**config.mk**
```make
export PLATFORM = sky130hd
export DESIGN_NAME = vlg_design_gray
export DESIGN_NICKNAME = d
export VERILOG_FILES = /design/src/rtl/vlg_gray_pkg.sv /design/src/rtl/vlg_gray_stage.sv /design/src/rtl/vlg_design_gray.sv
export SDC_FILE = /design/constraint.sdc
export NUM_CORES = 1
export LEC_CHECK = 0
export CORE_AREA = 2 2 40 42
export DETAILED_ROUTE_END_ITERATION = 6
export DIE_AREA = 0 0 42 44
export HOLD_SLACK_MARGIN = 0.06
export PLACE_DENSITY = 0.62
export SLEW_MARGIN = 20
export SYNTH_ARGS = -nofsm -noshare
export SYNTH_HDL_FRONTEND = slang
export SYNTH_SLANG_ARGS = --single-unit
```
**constraint.sdc**
```tcl
create_clock -name clk -period 0.8 [get_ports clk]
set_input_delay 0.08 -clock clk [delete_from_list [all_inputs] [get_ports clk]]
set_output_delay 0.08 -clock clk [all_outputs]
set_load 0.1 [all_outputs]
```
**src/rtl/vlg_gray_pkg.sv**
```systemverilog
// Shared definitions for the binary-to-Gray encoder: default width, a word typedef
// and pure conversion helpers (bin2gray for reference, gray2bin for checkers).
package vlg_gray_pkg;

    localparam int unsigned GRAY_MSB_DEFAULT = 7;
    localparam int unsigned GRAY_MSB_MAX     = 31;

    // Widest legal word; narrower words are zero-extended into it.
    typedef logic [GRAY_MSB_MAX:0] gray_word_t;

    function automatic gray_word_t bin2gray(input gray_word_t b);
        return b ^ (b >> 1);
    endfunction

    // Each binary bit is the XOR of all Gray bits at or above it.
    function automatic gray_word_t gray2bin(input gray_word_t g);
        gray_word_t r;
        r[GRAY_MSB_MAX] = g[GRAY_MSB_MAX];
        for (int i = GRAY_MSB_MAX - 1; i >= 0; i--) begin
            r[i] = r[i+1] ^ g[i];
        end
        return r;
    endfunction

endpackage

```
**src/rtl/vlg_gray_stage.sv**
```systemverilog
// One register stage with a valid flag; the data word holds while the incoming valid is low.
module vlg_gray_stage
    import vlg_gray_pkg::*;
#(
    parameter int unsigned MSB = GRAY_MSB_DEFAULT
) (
    input  logic         clk,
    input  logic         rst_n,
    input  logic         i_vld,
    input  logic [MSB:0] i_data,
    output logic         o_vld,
    output logic [MSB:0] o_data
);

    logic         r_vld;
    logic [MSB:0] r_data;

    // rst_n is active-high in this codebase.
    always_ff @(posedge clk or posedge rst_n) begin
        if (rst_n) begin
            r_vld  <= 1'b0;
            r_data <= '0;
        end else begin
            r_vld <= i_vld;
            if (i_vld) begin
                r_data <= i_data;
            end
        end
    end

    assign o_vld  = r_vld;
    assign o_data = r_data;

endmodule

```
**src/rtl/vlg_design_gray.sv**
```systemverilog
// Registered binary-to-Gray encoder with valid flag.
// Define VLG_GRAY_PIPE2_EN to add a second register stage (2-cycle latency).
module vlg_design_gray
    import vlg_gray_pkg::*;
#(
    parameter int unsigned MSB = GRAY_MSB_DEFAULT
) (
    input  logic         clk,
    input  logic         rst_n,
    input  logic         i_en,
    input  logic [MSB:0] i_data,
    output logic         o_vld,
    output logic [MSB:0] o_gray
);

    logic [MSB:0] w_gray;

    assign w_gray = i_data ^ (i_data >> 1);

`ifdef VLG_GRAY_PIPE2_EN
    logic         w_vld1;
    logic [MSB:0] w_gray1;

    vlg_gray_stage #(
        .MSB (MSB)
    ) u_stage1 (
        .clk    (clk),
        .rst_n  (rst_n),
        .i_vld  (i_en),
        .i_data (w_gray),
        .o_vld  (w_vld1),
        .o_data (w_gray1)
    );

    vlg_gray_stage #(
        .MSB (MSB)
    ) u_stage2 (
        .clk    (clk),
        .rst_n  (rst_n),
        .i_vld  (w_vld1),
        .i_data (w_gray1),
        .o_vld  (o_vld),
        .o_data (o_gray)
    );
`else
    vlg_gray_stage #(
        .MSB (MSB)
    ) u_stage1 (
        .clk    (clk),
        .rst_n  (rst_n),
        .i_vld  (i_en),
        .i_data (w_gray),
        .o_vld  (o_vld),
        .o_data (o_gray)
    );
`endif

endmodule

```
==> results.yml, run 1 <==
outcome:
  outcome: "finished, violations left"
  violations: "setup timing"
die:
  rows: 14
  die_h_um: 44
  die_area_mm2: 0.00185
  start_util: 0.277
  core_mm2: 0.00142
  die_w_um: 42
  ios: 20
placement:
  gp_congestion: 0.722
  dp_hpwl_um: 671
  port_buffers: 19
detailed_routing:
  drc: 0
  first_iter_violations: 0
  dr.pass1.iters: 1
  wirelength_um: 820
  num_vias: 320
  wl_per_cell_um: 10.6
  postRouteAntennaNets: 0
  viasPerCell: 4.16
timing:
  report.final.slew_viol_count: 0
  hold_viol: 0
  setup_tns_ns: -1.89
  rsz0062_at_grt: "true"
  setup_slack_ns: -0.200
  finClkSkew_ns: 0
  maxSlewHeadroom: 0.767
  fin_crit_ns: 1.00
  finalHoldWorstSlack_ns: 0.0979
  finalSetupViolCount: 13
  worstMarginPinSlew_ns: 0.349
  fmax_mhz: 1000
  fin_crit_sh: 1.25
clock_network:
  cts_buffers: 3
  tritoncts: "done"
  cts.sinks: 9
  htree_levels: 1
  clk_pin_slew_ns: 0.06
  clk_latency_ns: 0.25
  clock_tree.buffer_depth: 2
  clock_tree.root_cell: "clkbuf_4"
job:
  drv_cap: 0
critical_path:
  end_kind: "output pin"
  path_class: "reg -> out"
  r2r_end: "u_stage1.o_data[7]"
  critPathTopFamily: "flip-flops"
  reg2reg_slack_ns: -0.07
  r2r_start: "u_stage1.o_data[7]"
  ff2ff_path_depth: 1
  slowest_stage: "dfrtp_4"
  path_cells: "buf_12"
  crit_required_ns: 0.72
  cp_max_fo: 2
  start_kind: "flop"
  slowest_delay_ns: 0.49
  path_buf_inv: 1
  critPathArrivalTime_ns: 0.92
yosys:
  yosysSeqAreaShare: 0.573
  yosys_most_used_dff: "dfrtp_1"
  syn_area_per_cell_um2: 11.9
  ys_warn_count: 0
  yosys.area.top_type: "dfrtp_1"
  synth_cells: 33
  synth_async_sr_flop_share: 1.00
  synthTopCellsByArea: "dfrtp_1, xnor2_1, a21oi_2"
  synth_cell_types: 9
  synth_edf_count: 0
  syn-num-nets: 44
  synth.cell_area_um2: 393
  synth_common_cells: "dfrtp_1, xnor2_1, a21oi_1, nor2_1"
  yosysTopAreaCellShare: 0.573
  yosysMostFrequentCell: "dfrtp_1"
  ys_ff_latch: 9
pwr:
  powerDensity_mw_per_mm2: 2180
  p_total_mw: 1.75
  ir_worst_vdd_uv: 1030
  p_leak_nw: 0.327
finish:
  drive_gt1_frac: 0.557
  final_net_count: 73
  area_delta_synth_final_pct: 105
  fillers: 125
  diodes: 0
worst_hold_path:
  min_path_type: "in -> async"
global_route:
  track_usage: 0.102
  grt_overflow: 0
  grt_pass1_wl_um: 1320
  grt_max_degree: 10
  first_global_vias: 324
  antenna_found_initial: 0
## flip-flops by register name (all words and copies together), names as in the netlist
name,cells
u_stage1.o_data,8
u_stage1.o_vld,1
## final cells by class
type                    count  area, um2  share of cell area
clock buffers               4       26.3              0.0326
inverters                   1       3.75             0.00466
multi-input cells          22        171               0.213
flip-flops and latches      9        256               0.318
well taps                  16       20.0              0.0248
repair buffers             25        328               0.407
## where the power goes
part / internal, mW / switching, mW / total [mW]
clock: 0.191 / 0.147 / 0.338
combinational: 0.328 / 0.493 / 0.821
sequential: 0.538 / 0.0561 / 0.594
## repair_timing
action,4_1_cts,5_1_grt
buffers inserted,2,1
hold buffers,0,0
gates cloned,0,0
setup endpoints to repair,10,15
resized for setup,1,3
## layer usage
| metal | routed length (um) | vias up | track usage |
|---|---|---|---|
| met5 | 0 | - | 0 |
| met4 | 0 | 0 | 0.0774 |
| met3 | 59 | 0 | 0.0333 |
| met2 | 441 | 12 | 0.172 |
| met1 | 319 | 145 | 0.106 |
| li1 | - | 163 | - |
## worst max path at each step
| stage | startpoint | to | slack (ns) | cells past startpoint |
|---|---|---|---|---|
| global placement | i_en | u_stage1.o_data[7] | -0.24 | 2 |
| finish | u_stage1.o_data[6] | o_gray[6] | -0.20 | 1 |
| global route | u_stage1.o_data[3] | o_gray[3] | -0.23 | 1 |
| detailed placement | i_en | u_stage1.o_data[7] | -0.27 | 2 |
| CTS | u_stage1.o_data[7] | o_gray[7] | -0.22 | 1 |
| floorplan | u_stage1.o_data[7] | u_stage1.o_data[7] | -0.23 | 1 |
## logic make-up (layout without fill, tap and decap cells)
kind of cell	count (synthesis)	in the layout	share of synthesized area
AOI/OAI and AO/OA	7	7	0.118
buffers and inverters	2	30	0.0382
xor gates and xnor gates	7	7	0.156
DFF	9	9	0.573
muxes	1	1	0.0287
and+or+nand+nor	7	7	0.0860
## metrics by stage
step | instance area, um2 | util | instances | setup WS, ns
2_1_floorplan | 428 | - | 33 | -0.227
3_3_place_gp | 739 | 0.521 | 70 | -0.245
3_5_place_dp | 739 | 0.521 | 70 | -0.268
4_1_cts | 786 | 0.554 | 76 | -0.217
5_1_grt | 806 | 0.568 | 77 | -0.225
6_report | 806 | 0.568 | 77 | -0.200
## placed cells by master, fill, tap and decap left out, types with 3 or more instances in the layout
cell type,n
clkbuf_4,3
buf_12,9
nor2_4,3
clkdlybuf4s50_1,9
a21oi_2,3
buf_4,6
xnor2_1,7
a21oi_1,4
dfrtp_4,8
nor2_1,4
(Power assumes the default switching activity.)
==> run 2: changes to the inputs <==
PLACE_DENSITY = 0.6   (was 0.62)
SETUP_SLACK_MARGIN = 0.15   (was default)
clock period = 1.1 ns   (was 0.8 ns; I/O delays follow)
==> run 2 against run 1 <==
- the flow now finishes without violations
- die area unchanged
- utilization down 4.5 points
- critical path type unchanged
- combinational power down 30%
- flip-flop and latch count unchanged
- clock-buffer cell count unchanged
- hold slack better by 0.0074 ns
- cell area down 7.9%
- wire length down 2.4%
- largest cell class unchanged
- critical path depth unchanged
==> results.yml, run 2 (synthesized netlist as in run 1, its figures left out) <==
detailed_routing:
  num_vias: 320
  postRouteAntennaNets: 0
  wl_met1_um: 305
  wirelength_um: 800
  highest_layer: "met4"
  wl_per_cell_um: 10.8
  wl_met3_um: 59
  drc: 0
  dr.pass1.iters: 4
  first_iter_violations: 3
  met2WireLength_um: 420
  viasPerCell: 4.32
critical_path:
  critPathTopFamily: "flip-flops"
  start_kind: "flop"
  critPathArrivalTime_ns: 0.86
  path_class: "reg -> out"
  path_cells: "buf_12"
  crit_required_ns: 0.99
  cp_max_fo: 2
  path_buf_inv: 1
  ff2ff_path_depth: 3
  r2r_start: "u_stage1.o_data[2]"
  slowest_stage: "dfrtp_2"
  reg2reg_slack_ns: 0.26
  r2r_end: "u_stage1.o_data[2]"
  end_kind: "output pin"
  slowest_delay_ns: 0.43
global_route:
  antenna_found_initial: 0
  grt_pass1_wl_um: 1390
  grt_max_degree: 16
  grt_overflow: 0
  first_global_vias: 345
  track_usage: 0.107
timing:
  fin_crit_sh: 0.884
  fmax_mhz: 1030
  worstMarginPinSlew_ns: 0.329
  maxSlewHeadroom: 0.780
  hold_viol: 0
  finalHoldWorstSlack_ns: 0.105
  finClkSkew_ns: 0
  finalSetupViolCount: 0
  rsz0062_at_grt: "true"
  fin_crit_ns: 0.972
  report.final.slew_viol_count: 0
clock_network:
  htree_levels: 1
  cts_buffers: 3
  ctsResizeCount: 0
  clock_tree.root_cell: "clkbuf_4"
  clock_tree.buffer_depth: 2
  cts.sinks: 9
  clk_latency_ns: 0.25
  tritoncts: "done"
  clk_pin_slew_ns: 0.06
die:
  die_w_um: 42
  core_mm2: 0.00142
  start_util: 0.277
  rows: 14
  die_area_mm2: 0.00185
  die_h_um: 44
  ios: 20
pwr:
  ir_worst_vdd_uv: 710
  powerDensity_mw_per_mm2: 1670
  p_leak_nw: 0.296
  p_total_mw: 1.24
placement:
  gp_congestion: 0.667
  dp_hpwl_um: 617
  port_buffers: 19
finish:
  final_cell_mix: "clkdlybuf4s50_1, buf_12, dfrtp_2"
  diodes: 0
  final_net_count: 70
  largest_reg_flops: 8
  drive_gt1_frac: 0.517
  area_delta_synth_final_pct: 88.9
  mostFrequentLayoutCell: "clkdlybuf4s50_1"
job:
  drv_cap: 0
worst_hold_path:
  min_path_type: "in -> async"
outcome:
  outcome: "finished, final reports clean"
[run 2: repair_timing]
item | CTS | global route
endpoints found under the setup margin | 8 | 9
buffers inserted | 1 | 1
hold buffers | 0 | 0
[run 2: cell type report]
cell class	instances	area, um2
fillers	127	677
multi-input cells	22	153
inverters	1	3.75
well taps	16	20.0
clock buffers	4	26.3
repair buffers	22	303
flip-flops and latches	9	236
[run 2: worst max-delay path by stage]
| stage | start | to | slack, ns | cells after the start |
|---|---|---|---|---|
| final | u_stage1.o_data[2] | o_gray[2] | 0.13 | 1 |
| after global routing | u_stage1.o_data[2] | o_gray[2] | 0.11 | 1 |
| after CTS | u_stage1.o_data[2] | o_gray[2] | 0.12 | 1 |
| after detailed placement | i_en | u_stage1.o_data[0] | -0.02 | 4 |
| after global placement | i_en | u_stage1.o_data[6] | 0.04 | 4 |
| after floorplan | u_stage1.o_data[7] | u_stage1.o_data[7] | 0.04 | 1 |
[run 2: through the flow]
stage / instances / worst slack [ns] / area [um2] / setup TNS (ns) / utilization
2_1_floorplan: 33 / 0.0417 / 404 / 0 / -
3_3_place_gp: 68 / 0.0409 / 701 / 0 / 0.494
3_5_place_dp: 68 / -0.0156 / 701 / -0.0196 / 0.494
4_1_cts: 73 / 0.122 / 734 / 0 / 0.518
5_1_grt: 74 / 0.108 / 742 / 0 / 0.523
6_report: 74 / 0.128 / 742 / 0 / 0.523
[run 2: power breakdown]
group / switching, mW / internal (mW) / total (mW)
registers: 0.0424 / 0.375 / 0.418
clock network: 0.109 / 0.139 / 0.249
logic: 0.350 / 0.223 / 0.573
[run 2: routing by layer]
metal | GRT usage | vias up
li1 | - | 155
met1 | 0.106 | 149
met2 | 0.178 | 14
met3 | 0.0500 | 2
met4 | 0.0774 | 0
met5 | 0 | -
==> run 3: changes to the inputs <==
GPL_ROUTABILITY_DRIVEN = 1   (was default)
==> results of run 3 <==
The final DEF is identical to that of run 2; final timing and power are the same.
